--- src/rtl/bnn_sequencer.sv ---
// Sequencer for a serial-configured binarised neural-network datapath: streams
// parameter bytes in bit-serially, then runs one nibble-pair inference per input.
//
// state      | meaning
// IDLE       | unconfigured, waiting for cfg_start
// LOAD_WAIT  | setup asserted, waiting for the next parameter byte
// LOAD_SHIFT | shifting one parameter byte out MSB first, one bit per step
// READY      | configured, accepting an inference input byte
// INF_LO     | driving the low input nibble (bank 0)
// INF_HI     | driving the high input nibble (bank 1)
// SETTLE     | waiting for bnn_y to settle, captured on the last cycle
// RESULT     | holding out_data until the consumer takes it
module bnn_sequencer #(
  parameter int PARAM_BITS    = 256,
  parameter int SETTLE_CYCLES = 2
) (
  input  logic       clk,
  input  logic       rst_n,
  input  logic       cfg_start,
  input  logic [7:0] cfg_data,
  input  logic       cfg_valid,
  output logic       cfg_ready,
  output logic       configured,
  output logic       busy,
  input  logic [7:0] in_data,
  input  logic       in_valid,
  output logic       in_ready,
  output logic [7:0] out_data,
  output logic       out_valid,
  input  logic       out_ready,
  output logic       bnn_clk,
  output logic       bnn_setup,
  output logic       bnn_param,
  output logic       bnn_bank_hi,
  output logic [3:0] bnn_x,
  input  logic [7:0] bnn_y
);

  localparam int CW = $clog2(PARAM_BITS + 1);
  localparam int SW = (SETTLE_CYCLES > 1) ? $clog2(SETTLE_CYCLES) : 1;

  typedef enum logic [2:0] {
    S_IDLE, S_LOAD_WAIT, S_LOAD_SHIFT, S_READY,
    S_INF_LO, S_INF_HI, S_SETTLE, S_RESULT
  } state_t;

  state_t          r_state;
  logic            r_phase;
  logic [2:0]      r_bit_idx;
  logic [6:0]      r_shift;
  logic [3:0]      r_hi;
  logic [CW-1:0]   r_bit_cnt;
  logic [SW-1:0]   r_settle;
  logic [CW-1:0]   w_cnt_next;

  assign w_cnt_next = r_bit_cnt + CW'(8);

  always_ff @(posedge clk or negedge rst_n) begin
    if (!rst_n) begin
      r_state     <= S_IDLE;
      r_phase     <= 1'b0;
      r_bit_idx   <= '0;
      r_shift     <= '0;
      r_hi        <= '0;
      r_bit_cnt   <= '0;
      r_settle    <= '0;
      cfg_ready   <= 1'b0;
      configured  <= 1'b0;
      busy        <= 1'b0;
      in_ready    <= 1'b0;
      out_data    <= '0;
      out_valid   <= 1'b0;
      bnn_clk     <= 1'b0;
      bnn_setup   <= 1'b0;
      bnn_param   <= 1'b0;
      bnn_bank_hi <= 1'b0;
      bnn_x       <= '0;
    end else begin
      case (r_state)
        S_IDLE, S_READY: begin
          if (cfg_start) begin
            r_state    <= S_LOAD_WAIT;
            configured <= 1'b0;
            r_bit_cnt  <= '0;
            cfg_ready  <= 1'b1;
            bnn_setup  <= 1'b1;
            busy       <= 1'b1;
            in_ready   <= 1'b0;
          end else if (in_valid && in_ready) begin
            // low nibble goes out immediately; keep only the high one
            r_state     <= S_INF_LO;
            r_hi        <= in_data[7:4];
            bnn_x       <= in_data[3:0];
            bnn_bank_hi <= 1'b0;
            bnn_clk     <= 1'b0;
            r_phase     <= 1'b0;
            busy        <= 1'b1;
            in_ready    <= 1'b0;
          end
        end
        S_LOAD_WAIT: begin
          if (cfg_valid) begin
            r_state   <= S_LOAD_SHIFT;
            cfg_ready <= 1'b0;
            r_shift   <= cfg_data[6:0];
            bnn_param <= cfg_data[7];
            r_bit_idx <= 3'd7;
            r_phase   <= 1'b0;
          end
        end
        S_LOAD_SHIFT: begin
          if (!r_phase) begin
            r_phase <= 1'b1;
            bnn_clk <= 1'b1;
          end else begin
            r_phase <= 1'b0;
            bnn_clk <= 1'b0;
            if (r_bit_idx == 3'd0) begin
              bnn_param <= 1'b0;
              r_bit_cnt <= w_cnt_next;
              if (w_cnt_next == CW'(PARAM_BITS)) begin
                r_state    <= S_READY;
                configured <= 1'b1;
                busy       <= 1'b0;
                bnn_setup  <= 1'b0;
                in_ready   <= 1'b1;
              end else begin
                r_state   <= S_LOAD_WAIT;
                cfg_ready <= 1'b1;
              end
            end else begin
              r_bit_idx <= r_bit_idx - 3'd1;
              bnn_param <= r_shift[6];
              r_shift   <= {r_shift[5:0], 1'b0};
            end
          end
        end
        S_INF_LO: begin
          if (!r_phase) begin
            r_phase <= 1'b1;
            bnn_clk <= 1'b1;
          end else begin
            r_phase     <= 1'b0;
            bnn_clk     <= 1'b0;
            r_state     <= S_INF_HI;
            bnn_x       <= r_hi;
            bnn_bank_hi <= 1'b1;
          end
        end
        S_INF_HI: begin
          if (!r_phase) begin
            r_phase <= 1'b1;
            bnn_clk <= 1'b1;
          end else begin
            r_phase     <= 1'b0;
            bnn_clk     <= 1'b0;
            bnn_x       <= '0;
            bnn_bank_hi <= 1'b0;
            r_state     <= S_SETTLE;
            r_settle    <= SW'(SETTLE_CYCLES - 1);
          end
        end
        S_SETTLE: begin
          if (r_settle == '0) begin
            out_data  <= bnn_y;
            out_valid <= 1'b1;
            r_state   <= S_RESULT;
          end else begin
            r_settle <= r_settle - SW'(1);
          end
        end
        S_RESULT: begin
          if (out_ready) begin
            out_valid <= 1'b0;
            r_state   <= S_READY;
            busy      <= 1'b0;
            in_ready  <= configured;
          end
        end
        default: r_state <= S_IDLE;
      endcase
    end
  end

endmodule

--- config.mk ---
export PLATFORM = sky130hd
export DESIGN_NAME = bnn_sequencer
export DESIGN_NICKNAME = d
export VERILOG_FILES = /design/src/rtl/bnn_sequencer.sv
export SDC_FILE = /design/constraint.sdc
export NUM_CORES = 1
export LEC_CHECK = 0
export CAP_MARGIN = 25
export CORE_MARGIN = 3
export CORE_UTILIZATION = 54
export DETAILED_ROUTE_END_ITERATION = 8
export PLACE_DENSITY = 0.85
export SLEW_MARGIN = 25
export SYNTH_ARGS = -nofsm -noshare
export SYNTH_HDL_FRONTEND = slang
export SYNTH_SLANG_ARGS = --single-unit
export TNS_END_PERCENT = 5
--- constraint.sdc ---
create_clock -name clk -period 2.9 [get_ports clk]
set_input_delay 0.29 -clock clk [delete_from_list [all_inputs] [get_ports clk]]
set_output_delay 0.29 -clock clk [all_outputs]
set_load 0.02 [all_outputs]
======== Word level (Yosys, flattened, before mapping) ========
Index checks and enable logic that the tools add are counted.
word-level totals
  register bits ........................... 49
  input bits .............................. 30
  output and inout port bits .............. 21
operators by class
  add/sub/neg operators ................... 3
  equality and inequality tests ........... 22
  mux-type cells .......................... 66
  bitwise logic cells ..................... 2
  reductions and logical operators ........ 28
operators by type and width
  cell                                                                   count
  3-bit 2-to-1 mux                                                       12
  1-bit 2-to-1 mux                                                       27
  9-bit 2-to-1 mux                                                       3
  2-bit inequality test, second input constant                           13
  7-bit 2-to-1 mux                                                       3
  3-bit case mux with 7 select lines                                     1
  9-bit case mux with 2 select lines                                     1
  4-bit 2-to-1 mux                                                       4
  1-bit case mux with 3 select lines                                     5
  7-bit case mux with 2 select lines                                     1
  3-bit equality test, second input constant                             4
  1-bit case mux with 2 select lines                                     6
  4-bit case mux with 3 select lines                                     1
  3-bit AND reduction                                                    4
  4-bit AND reduction                                                    3
  6-bit AND reduction                                                    2
  3-bit nonzero test                                                     4
  5-bit AND reduction                                                    2
  2-bit nonzero test                                                     5
  9-bit by 4-bit adder with 9-bit output, second input constant          1
  9-bit equality test, second input constant                             1
  8-bit AND reduction                                                    1
  3-bit by 2-bit equality test with 1-bit output, second input constant  2
  3-bit zero test                                                        2
  11 further kinds                                                       13

======== Logic depth before layout (Yosys ltp) ========
Gate-level depths: netlist of the first run.
  word-level depth ........................ 6
  depth in mapped cells ................... 9

======== Worst setup path after synthesis of the first run ========
Ideal clock, no wire load.
  path type ............................... register to register
  from .................................... register r_bit_idx[0]
  to ...................................... register bnn_setup
  setup time .............................. 132 ps
  arrival time ............................ 1,747 ps
  required time ........................... 2,768 ps
  path slack .............................. 1,021 ps
  cell stages (with the launch flop) ...... 10
  path buffers ............................ 1
  clock period less this slack ............ 1,879 ps
  cells stage by stage .................... dfrtp_1 inv_1 ha_1 ha_1 nand2_1 o211a_1 a211o_1 buf_6 o21ai_0 o21ai_1
on the way
  cells in the longest elaborated chain, start to end .. 3
RTL lines
  element                          RTL line  source
  from (decl)                      49        logic [2:0] r_bit_idx;
  from (signal assigned)           132       r_bit_idx <= r_bit_idx - 3'd1;
  3-bit zero test                  118       if (r_bit_idx == 3'd0) begin
  2-bit inequality test (no line)  n/a
  5-bit AND reduction (no line)    n/a
  to (signal assigned)             74        bnn_setup <= 1'b0;
  to (signal assigned)             86        bnn_setup <= 1'b1;
  to (signal assigned)             125       bnn_setup <= 1'b0;
  to (decl)                        32        output logic bnn_setup,
Every way passes these cells.
A chain may end at the register's enable or synchronous reset.

======== Final worst setup path of the first run ========
Ends and elaborated chain as after synthesis.

==> results of run 1 <==
## worst min-delay path by stage
stage	from	endpoint	slack [ns]	cells past startpoint
final	rst_n	r_bit_cnt[6]$_DFFE_PN0P_	-0.01	1
after global routing	rst_n	configured$_DFFE_PN0P_	0.03	1
after floorplan	rst_n	bnn_bank_hi$_DFFE_PN0P_	-0.006	0
after global placement	r_bit_idx[0]$_DFFE_PN0P_	r_bit_idx[0]$_DFFE_PN0P_	0.45	1
after detailed placement	r_hi[2]$_DFFE_PN0P_	r_hi[2]$_DFFE_PN0P_	0.47	2
after CTS	rst_n	r_hi[2]$_DFFE_PN0P_	0.21	1
## metal layers
layer	GRT usage (%)	part of all wire, %
met3	3.74	5.1
met1	27.9	47
met5	0	0
met2	32.5	47
met4	2.51	0.56
## power groups by stage
stage	Clock, µW	Sequential [µW]	Combinational (µW)
2_1_floorplan	0	1150	840
3_3_place_gp	0	1150	1190
3_5_place_dp	0	1160	1210
4_1_cts	407	1150	1220
5_1_grt	430	1200	1340
6_report	394	1150	1210
## logic make-up (layout without fill, tap and decap cells)
family,Yosys count,after routing
xor+xnor,3,3
flops,46,46
buf+inv,23,69
mux,9,9
fa+ha+maj,3,3
compound gates,68,68
simple gates,95,95
## registers in the layout (all words and copies together), names as in the netlist
name         cells
r_phase          1
configured       1
r_hi             4
out_data         8
bnn_x            4
r_shift          7
busy             1
bnn_setup        1
bnn_clk          1
out_valid        1
r_bit_cnt        6
r_bit_idx        3
bnn_bank_hi      1
r_state          3
in_ready         1
cfg_ready        1
bnn_param        1
r_settle         1
## layout by cell type, fill, tap and decap left out, drive strengths merged, types with 3 or more instances in the layout
cell type / n
nor3: 5
ha: 3
a22oi: 3
o21ai: 21
nor2: 24
nand3b: 3
a21oi: 12
clkdlybuf4s50: 49
mux2: 9
xor2: 3
inv: 10
nor4: 3
nand3: 12
clkbuf: 7
a31oi: 10
nand2: 41
dfrtp: 46
## through the flow
stage	hold WS (ns)	util (%)	instance area, µm²	setup slack, ns	instances
after floorplan	-0.00559	-	2380	1.02	247
after global placement	0.452	69.5	2860	0.752	335
after detailed placement	0.467	69.5	2860	0.762	335
after CTS	0.206	71.7	2950	0.774	343
after global routing	0.0277	71.8	2950	0.575	343
final	-0.0107	71.8	2950	0.781	343
## final cells by class
class                           count  area, µm²  area share [%]
Tap cell                           50       62.6            2.12
Clock inverter                      1       5.00           0.169
Multi-Input combinational cell    178       1100            37.4
Sequential cell                    46       1150            39.0
Clock buffer                        7       86.3            2.92
Timing Repair Buffer               51        505            17.1
Inverter                           10       40.0            1.36
==> results_dict.tcl, run 1 <==
set metrics [dict create \
    status "complete, but fails checks" \
    failed_checks "hold timing" \
    routabilityCongestion 0.870 \
    path_class "reg -> reg" \
    routedWlPerCell_um 14.2 \
    ir_worst_vdd_mv 0.526 \
    relSlewSlack_pct 44.9 \
    path_delay_family "compound AO/OA/AOI/OAI gates" \
    synthSimpleGateAreaFrac_pct 19.3 \
    cts_buffers 5 \
    fin_nets 325 \
    synthTopCellsByCount "dfrtp_1, nand2_1, nor2_1" \
    cts_num_sinks 46 \
    grt_overflow_total 0 \
    min_path_type "in -> async" \
    crit_chain "inv_1 > ha_1 > ha_1 > nand2_1 > o211a_1 > a211o_1 > o21ai_0 > o21ai_1" \
    netlist_instances 247 \
    postSynth.asyncResetShare_pct 100 \
    antenna_found_initial 0 \
    grt_max_degree 47 \
    fp-row-count 23 \
    fin_crit_sh_pct 73.1 \
    maxCapViolations 0 \
    drt_first_pass_iters 4 \
    synth_top_area_share_pct 48.4 \
    max_stage_delay_ns 0.42 \
    cp.arrival_ns 2.29 \
    power_frac_clock_pct 14.3 \
    chipWidth_um 72.4 \
    hpwl_um 3480 \
    p_sw_share_pct 40.5 \
    holdWs_ns -0.0107 \
    clock-root-buffer "clkbuf_8" \
    powerDensity_nw_per_um2 931 \
    synth_xor_area_share_pct 1.10 \
    intPower_uw 1640 \
    synth_area_leader_cell "dfrtp_1" \
    synth_top_family_by_area "compound AO/OA/AOI/OAI gates" \
    cp-startpoint "r_bit_idx[0]$_DFFE_PN0P_" \
    r2r_slack_ns 0.78 \
    fin_setup_tns_ns 0 \
    vias_per_cell 5.67 \
    grt_pass1_wl_um 8300 \
    cts_tree "built" \
    dieArea_um2 5240 \
    finalMaxSlewViolations 0 \
    worst_r2r_path_depth 8 \
    cp-endpoint "bnn_setup$_DFFE_PN0P_" \
    required_ns 3.07 \
    worstSkewPairLatency_ns 0.29 \
    drt_iter0_drc 150 \
    nFillCells 336 \
    vias 1944 \
    yosys_warnings 0 \
    clock_skew_ns 0.00845 \
    cp_common_cell "ha_1" \
    port_buffers 50 \
    synth_seq_area_share_pct 48.4 \
    ioPinCount 51 \
    muxShareOfSynthArea_pct 4.26 \
    leakage_uw 0.00124 \
    totalWireLength_um 4860 \
    die_h_um 72.4 \
    syn_area_um2 2380 \
    core_um2 4120 \
    synth_nets 280 \
    synth_compound_area_share_pct 20.1 \
    crit_slowest_cell "a211o_1" \
    synthAdderAreaFrac_pct 1.58 \
    avgSynthCellArea_um2 9.63 \
    synth-edff-count 0 \
    fmax_ghz 0.472 \
    clkTransAtPathRegs_ns 0.08 \
    grtUsageTotal_pct 19.7 \
    path_buf_inv 1 \
    synth_seq_cells 46 \
    worst_pin_slew_ns 0.827 \
    synth_cell_types 49 \
    finalHoldViolations 17 \
    ys_top_cells_by_area "dfrtp_1, nand2_1, mux2_2" \
    rr_endpoint "bnn_setup$_DFFE_PN0P_" \
    p_switching_uw 1110 \
    finalSetupViolCount 0 \
    yosysMostFrequentCell "dfrtp_1" \
    insertedDiodeCount 0 \
    drc_errors 0 \
    start_util_pct 57.8 \
    cp-end-kind "flip-flop" \
    postCtsResizedCells 0 \
    cp-start-kind "flip-flop" \
    clk_path_buf_depth 2 \
    fin_crit_ns 2.12 \
    grt_pass1_vias 1827 \
    synth-main-ff-cell "dfrtp_1" \
    pwr-share-seq_pct 41.8 \
    path_max_fanout 12 \
    area_delta_synth_final_pct 24.2 \
    total_power_uw 2750 \
    layout-drive-gt1-share_pct 9.56 \
    htreeDepth 2 \
    cp.depth 8 \
    ant_nets 0 \
    rsz0062_at_grt "no" \
    rr_startpoint "r_bit_idx[0]$_DFFE_PN0P_" \
    comb_power_share_pct 43.9 \
    cts-hold-fix-buffers 0 \
    post-cts-setup-buffer-count 0 \
]
Power figures use the tool's default switching activity.
==> run 2: changes to the inputs <==
- CORE_UTILIZATION: 54 -> 51
- PLACE_DENSITY: 0.85 -> 0.81
- clock period: 2.9 -> 2 ns (I/O delays scaled with it)
==> results_dict.tcl, run 2 (synthesis results as in run 1) <==
set metrics [dict create \
    fin_nets 343 \
    fin_crit_ns 1.86 \
    clkTransAtPathRegs_ns 0.08 \
    worstSkewPairLatency_ns 0.29 \
    cp-start-kind "flip-flop" \
    routabilityCongestion 0.862 \
    cp.arrival_ns 2.04 \
    worst_pin_slew_ns 0.534 \
    grt_pass1_wl_um 8850 \
    cts_tree "built" \
    fin_crit_sh_pct 92.9 \
    cts_num_sinks 46 \
    required_ns 2.19 \
    htreeDepth 2 \
    nFillCells 341 \
    clk_path_buf_depth 2 \
    grt_pass1_vias 1981 \
    layout-drive-gt1-share_pct 14.8 \
    port_buffers 50 \
    maxCapViolations 0 \
    grt_util_met3_pct 3.78 \
    reg.largest.list "out_data x8, r_shift x7, r_bit_cnt x6" \
    grt_max_degree 25 \
    drc_errors 0 \
    antenna_found_initial 0 \
    clock_skew_ns 0.00833 \
    fin_setup_tns_ns 0 \
    grt_use_met1_pct 27.3 \
    vias_per_cell 5.76 \
    place_inst 354 \
    fp-row-count 24 \
    grt_overflow_total 0 \
    rr_endpoint "bnn_bank_hi$_DFFE_PN0P_" \
    finalSetupViolCount 0 \
    area_delta_synth_final_pct 30.6 \
    chipWidth_um 74.3 \
    path_max_fanout 15 \
    final_cell_mix "clkdlybuf4s50_1, dfrtp_1, nand2_1, nor2_1, buf_4" \
    routedWlPerCell_um 14.4 \
    instances_no_fill 363 \
    post-cts-setup-buffer-count 0 \
    grtUsageTotal_pct 20.4 \
    regMostFlops "out_data" \
    finalMaxSlewViolations 0 \
    use_met2_pct 34.3 \
    status "finished, final reports clean" \
    largest_reg_flops 8 \
    ioPinCount 51 \
    dieArea_um2 5520 \
    relSlewSlack_pct 64.4 \
    multi_input_area_um2 1100 \
    rsz0062_at_grt "no" \
    ff_latch_area_um2 1150 \
    fmax_ghz 0.538 \
    ant_nets 0 \
    powerDensity_nw_per_um2 1350 \
    drt_iter0_drc 137 \
    min_path_type "in -> async" \
    insertedDiodeCount 0 \
    rr_startpoint "r_state[0]$_DFFE_PN0P_" \
    path_class "reg -> reg" \
    leakage_uw 0.00134 \
    start_util_pct 53.9 \
    vias 2090 \
    die_h_um 74.3 \
    cp-end-kind "flip-flop" \
    cts_buffers 5 \
    hpwl_um 3910 \
    r2r_slack_ns 0.14 \
    clock-root-buffer "clkbuf_8" \
    core_um2 4410 \
    totalWireLength_um 5230 \
    finalHoldViolations 0 \
    ir_worst_vdd_mv 0.720 \
    worst_r2r_path_depth 4 \
    grt-busiest-layer "met2" \
    drt_first_pass_iters 4 \
    layout_commonest_cell "clkdlybuf4s50_1" \
]
==> run 2: cell count changes in the layout (fill, tap and decap cells not counted), sizes merged <==
cell,previous run,this run
dlygate4sd3,0,1
buf,2,19
==> run 2: metrics by stage <==
stage | hold slack [ns] | util [%] | power, µW | cell area (µm²) | worst slack [ns]
6_report | 0.412 | 70.4 | 4190 | 3110 | 0.142
5_1_grt | 0.444 | 70.4 | 4470 | 3110 | 0.0324
4_1_cts | 0.424 | 70.3 | 4200 | 3100 | 0.108
3_5_place_dp | 0.212 | 68.0 | 3600 | 3000 | 0.0903
3_3_place_gp | 0.205 | 68.0 | 3540 | 3000 | 0.146
2_1_floorplan | -0.0956 | - | 2880 | 2380 | 0.121
==> run 2: worst max-delay path by stage <==
stage                                  start  slack (ns)                       end  cells past startpoint
global placement                   cfg_start        0.15     bnn_setup$_DFFE_PN0P_                      6
detailed placement                 cfg_start        0.09      in_ready$_DFFE_PN0P_                      6
CTS                 r_bit_idx[0]$_DFFE_PN0P_        0.11     bnn_setup$_DFFE_PN0P_                      8
floorplan           r_bit_idx[0]$_DFFE_PN0P_        0.12     bnn_setup$_DFFE_PN0P_                      9
global route        r_bit_idx[0]$_DFFE_PN0P_        0.03  r_bit_cnt[5]$_DFFE_PN0P_                      8
finish                r_state[0]$_DFFE_PN0P_        0.14   bnn_bank_hi$_DFFE_PN0P_                      4
==> run 2: worst max-delay path, cell delays in order (launching register included) <==
cell and delay (ns):
dfrtp_1 0.68, xor2_1 0.38, nor4_4 0.08, a21oi_4 0.24, mux2_2 0.37
==> run 2: repair_timing <==
action                     4_1_cts  5_1_grt
hold endpoints to repair        22        0
hold buffers                     1        0
setup endpoints to repair        0        3
gates resized for setup          0        1
==> run 2: final cells by class <==
type	count	share of cell area [%]
inverter	10	1.29
timing repair buffer	69	21.0
tap	52	2.10
multi-input combinational	178	35.6
clock buffer	7	2.78
sequential	46	37.1
clock inverter	1	0.161
==> run 2: where the power goes <==
group	internal [µW]	switching, µW
combinational	952	1090
clock	279	307
sequential	1260	293
total	2500	1690
==> run 2: routing by layer <==
layer | wire length, µm | part of all wire [%]
met2 | 2590 | 50
met3 | 212 | 4.1
met1 | 2380 | 45
met4 | 50 | 0.96
met5 | 0 | 0
==> run 3: changes to the inputs <==
- SETUP_SLACK_MARGIN: unset -> 0.3
==> results_dict.tcl, run 3 (synthesis results as in run 1) <==
set metrics [dict create \
    crit_chain "inv_1 > ha_2 > ha_4 > nand2_2 > o211a_1 > a211o_4 > o21ai_1 > o21ai_1" \
    pwr-share-seq_pct 37.3 \
    clkTransAtPathRegs_ns 0.08 \
    cts_tree "built" \
    insertedDiodeCount 0 \
    ff_latch_area_um2 1160 \
    drc_errors 0 \
    worst_pin_slew_ns 0.418 \
    rr_startpoint "r_bit_idx[0]$_DFFE_PN0P_" \
    clk_path_buf_depth 2 \
    chipWidth_um 74.3 \
    fin_crit_ns 1.76 \
    area_delta_synth_final_pct 32.2 \
    cp.arrival_ns 1.94 \
    ir_worst_vdd_mv 0.779 \
    routedWlPerCell_um 15.5 \
    ioPinCount 51 \
    fp-row-count 24 \
    cp-end-kind "flip-flop" \
    fin_nets 343 \
    cp-endpoint "r_bit_cnt[5]$_DFFE_PN0P_" \
    intPower_uw 2500 \
    grt_max_degree 20 \
    worstSkewPairLatency_ns 0.29 \
    drt_first_pass_iters 4 \
    hpwl_um 4050 \
    rsz0062_at_grt "yes" \
    status "finished, final reports clean" \
    rr_endpoint "r_bit_cnt[5]$_DFFE_PN0P_" \
    port_buffers 50 \
    min_path_type "in -> async" \
    layout-drive-gt1-share_pct 18.1 \
    ant_nets 0 \
    fmax_ghz 0.568 \
    clock_skew_ns 0.00822 \
    path_class "reg -> reg" \
    reg.largest.list "out_data x8, r_shift x7, r_bit_cnt x6" \
    worst_r2r_path_depth 8 \
    cts_buffers 5 \
    multi_input_area_um2 1160 \
    cts_num_sinks 46 \
    finalMaxSlewViolations 0 \
    routabilityCongestion 0.927 \
    path_buf_inv 1 \
    r2r_slack_ns 0.24 \
    setup_ws_ns 0.240 \
    fin_util_pct 71.3 \
    grt_pass1_vias 2061 \
    grt_pass1_wl_um 9290 \
    vias_per_cell 5.77 \
    final_cell_mix "clkdlybuf4s50_1, dfrtp_1, nand2_1, nor2_1, buf_4" \
    fin_setup_tns_ns 0 \
    finalSetupViolCount 0 \
    dp_slack_ns 0.0744 \
    max_stage_delay_ns 0.40 \
    die_h_um 74.3 \
    totalWireLength_um 5610 \
    vias 2082 \
    relSlewSlack_pct 72.1 \
    grt_overflow_total 0 \
    finalHoldViolations 0 \
    cp-start-kind "flip-flop" \
    crit_slowest_cell "dfrtp_1" \
    dieArea_um2 5520 \
    cp-startpoint "r_bit_idx[0]$_DFFE_PN0P_" \
    core_um2 4410 \
    start_util_pct 53.9 \
    antenna_found_initial 0 \
    leakage_uw 0.00132 \
    path_delay_family "compound AO/OA/AOI/OAI gates" \
    maxCapViolations 0 \
    regMostFlops "out_data" \
    layout_commonest_cell "clkdlybuf4s50_1" \
    htreeDepth 2 \
    p_switching_uw 1720 \
    drt_iter0_drc 184 \
    cp.depth 8 \
    cp_common_cell "o21ai_1" \
    required_ns 2.18 \
    power_frac_clock_pct 13.2 \
    path_max_fanout 12 \
    comb_power_share_pct 49.5 \
    largest_reg_flops 8 \
    p_sw_share_pct 40.7 \
    powerDensity_nw_per_um2 1340 \
    grtUsageTotal_pct 21.7 \
    nFillCells 333 \
    clock-root-buffer "clkbuf_8" \
    fin_crit_sh_pct 88.0 \
]
==> run 3: cell types whose count changed in the layout (fill, tap and decap cells not counted), moves of 2 or more <==
cell	change
ha_1	-3
ha_2	+2
dfrtp_2	+4
dfrtp_1	-4
==> run 3: area by class of cell <==
cell class | count | share of cell area (%)
flip-flops and latches | 46 | 36.8
multi-input cells | 178 | 36.9
well taps | 52 | 2.07
clock buffers | 6 | 2.63
inverters | 10 | 1.27
repair buffers | 69 | 20.4
==> run 3: per-stage QoR <==
step                      area, µm²  power, µW  hold slack [ns]  instances
after floorplan                2400       2880          -0.0956        247
after global placement         2990       3550            0.154        352
after detailed placement       2990       3610            0.153        352
after CTS                      3110       4200            0.381        360
after global routing           3150       4490            0.412        361
final                          3150       4220            0.363        361
==> run 3: worst min path at each step <==
stage,from,end,depth (start not counted)
floorplan,rst_n,bnn_bank_hi$_DFFE_PN0P_,0
global placement,rst_n,r_bit_cnt[6]$_DFFE_PN0P_,1
detailed placement,rst_n,r_bit_cnt[6]$_DFFE_PN0P_,1
CTS,rst_n,r_bit_cnt[6]$_DFFE_PN0P_,2
global route,rst_n,r_bit_cnt[6]$_DFFE_PN0P_,2
finish,rst_n,r_bit_cnt[6]$_DFFE_PN0P_,2
==> run 3: power groups by stage <==
stage	logic (µW)	registers, µW	clock network [µW]
6_report	2090	1580	557
5_1_grt	2270	1620	606
4_1_cts	2080	1560	559
3_5_place_dp	2040	1570	0
3_3_place_gp	1990	1550	0
2_1_floorplan	1220	1670	0
==> run 3: what timing repair did <==
item / CTS / global route
resized for setup: 7 / 4
setup endpoints to repair: 34 / 39
setup buffers: 1 / 1
pin swaps: 1 / 2
endpoints found under the hold margin: 17 / 0
hold buffers: 1 / 0
==> run 3: worst register-to-register path, delay by kind of cell (launching register included) <==
family	cells	cell delay, ns
AOI/OAI and AO/OA	4	0.81
buffers and inverters	1	0.07
adders and majority gates	2	0.32
and+or+nand+nor	1	0.05
DFF	1	0.40
==> run 3: routing by layer <==
metal / part of all wire [%] / GRT usage [%] / vias up / wire, µm
li1: - / - / 1004 / -
met1: 43 / 27.1 / 990 / 2410
met2: 50 / 37.8 / 77 / 2780
met3: 6.2 / 5.00 / 11 / 346
met4: 1.3 / 6.52 / 0 / 72
met5: 0 / 0 / - / 0
==> RTL change (settings of run 2) <==
Encoding of `state_t`: now one-hot (8 bits for 8 states).
--- a/src/rtl/bnn_sequencer.sv
+++ b/src/rtl/bnn_sequencer.sv
@@ -39,9 +39,9 @@
   localparam int CW = $clog2(PARAM_BITS + 1);
   localparam int SW = (SETTLE_CYCLES > 1) ? $clog2(SETTLE_CYCLES) : 1;
 
-  typedef enum logic [2:0] {
-    S_IDLE, S_LOAD_WAIT, S_LOAD_SHIFT, S_READY,
-    S_INF_LO, S_INF_HI, S_SETTLE, S_RESULT
+  typedef enum logic [7:0] {
+    S_IDLE = 8'b00000001, S_LOAD_WAIT = 8'b00000010, S_LOAD_SHIFT = 8'b00000100, S_READY = 8'b00001000,
+    S_INF_LO = 8'b00010000, S_INF_HI = 8'b00100000, S_SETTLE = 8'b01000000, S_RESULT = 8'b10000000
   } state_t;
 
   state_t          r_state;
Check against the original RTL: no difference found for any inputs over 10 cycles, from zero or initial values and one cycle with rst_n low; not proved beyond that.
==> RTL change against run 2 <==
Worst setup slack lost 0.30 ns; count of clock-buffer cells in the layout decreased by 2; sequential share of layout area decreased by 3.8 points; sequential cell count is 5 higher; via count rose by 19%; cell area increased by 23%; the flow now finishes with violations (negative setup slack); wire length is 36% higher; highest routed layer unchanged; total power up 10%; cell count rose by 21%; critical path depth increased by 2; clock power increased by 28%; area after synthesis rose by 15%.
==> RTL change: results (changes against run 2) <==
Finish
  • Fillers: 390 (was 341)
  • Final cell count without fillers: 438 (was 363)
  • Nets@finish: 400 (was 343)
  • Largest regs: out_data (8), r_state (8), r_shift (7) (was out_data (8), r_shift (7), r_bit_cnt (6))

Global routing
  • Vias in the first global route: 2573 (was 1981)
  • Gr usage total: 0.246 (was 0.204)
  • First-pass GRT wire length: 12100 um (was 8850 um)
  • Largest net degree at the start of global routing: 30 (was 25)

Status
  • Status: complete, but fails checks (was completed)
  • Violated checks: negative setup slack

Power
  • Worst VDD drop: 0.856 mV (was 0.720 mV)
  • Leakage: 1.73 nW (was 1.34 nW)

Placement
  • Final GP Congestion: 0.918 (was 0.862)
  • Placed cells: 425 (was 354)
  • Dpl hpwl: 5140 um (was 3910 um)

Logic synthesis
  • Syn_nets: 309 (was 280)
  • Post-synthesis cell type count: 57 (was 49)
  • Synth Instances: 276 (was 247)
  • Compound-Gate Fraction of Synth Area: 0.164 (was 0.201)
  • Post-synthesis adder-cell area fraction: 0.0137 (was 0.0158)
  • Seq/Total Area, Yosys: 0.468 (was 0.484)

Clock network
  • CTS Buf Count: 5 (unchanged)
  • Clk slew on worst S/H paths: 0.10 ns (was 0.08 ns)
  • Clk_lat worst skew: 0.32 ns (was 0.29 ns)

Worst setup path
  • CP top delay family: simple AND/OR/NAND/NOR gates (was flip-flops)
  • Crit path max-delay cell type: or4_4 (was dfrtp_1)
  • Critical path arrival: 2.39 ns (was 2.04 ns)

STA
  • Final worst setup slack: -0.161 ns (was 0.142 ns)
  • Final setup violation count: 22 (was 0)
  • Slew @ Worst Pin: 0.653 ns (was 0.534 ns)

Route
  • Via count: 2490 (was 2090)
  • Post-detailed-route wirelength per cell: 16.2 um (was 14.4 um)
  • DR iter-0 viols: 182 (was 137)
[RTL change: kinds of logic after synthesis]
logic type / Yosys count
flops: 51
buf+inv: 24
simple gates: 107
fa+ha+maj: 3
compound gates: 68
mux: 19
xor+xnor: 4
[RTL change: worst reg2reg max path, cell delays in order (launching register included)]
cell,delay (ns)
dfrtp_1,0.40
or4_4,0.58
or4_4,0.53
buf_4,0.16
o21ai_0,0.09
nand2b_1,0.11
a211oi_2,0.22
[RTL change: what timing repair did]
action | 4_1_cts | 5_1_grt
endpoints found under the hold margin | 26 | 0
hold buffers | 1 | 0
setup buffers | 1 | 3
endpoints found under the setup margin | 27 | 45
pin swaps | 10 | 4
resized for setup | 19 | 4
[RTL change: layout make-up]
type,instances,area [sq um],share of cell area
inverters,9,33.8,0.00881
multi-input cells,201,1440,0.376
flip-flops and latches,51,1280,0.333
well taps,70,87.6,0.0228
clock inverters,3,47.5,0.0124
clock buffers,5,68.8,0.0179
repair buffers,99,878,0.229
[RTL change: layer usage]
metal,wire (um),vias to the layer above,GRT usage
li1,-,1181,-
met1,3050,1217,0.312
met4,184,0,0.0773
met2,3530,75,0.425
met5,0,-,0
met3,316,17,0.0454
[RTL change: final timing paths]
check	start	end	slack [ns]	cells after the start
hold reg to reg	r_bit_idx[0]	r_bit_idx[0]	0.49	1
max in group asynchronous	rst_n	r_state[1]	0.89	3
hold / removal	rst_n	r_phase	0.45	2
setup / recovery	r_state[7]	cfg_ready	-0.16	6
setup reg to reg	r_state[7]	cfg_ready	-0.16	6
min in group clk	cfg_data[5]	r_shift[5]	0.45	3
[RTL change: where the power goes]
group | internal (mW) | switching, mW | leakage, nW
combinational | 1.20 | 1.20 | 1.05
sequential | 1.30 | 0.171 | 0.623
clock | 0.380 | 0.370 | 0.0587
total | 2.88 | 1.74 | 1.73
[RTL change: through the flow]
step,area (sq um),utilization,setup TNS [ns]
CTS,3790,0.737,-0.878
floorplan,2730,-,-2.28
global route,3830,0.746,-3.57
global placement,3590,0.698,-0.816
finish,3830,0.746,-1.31
detailed placement,3590,0.698,-1.83
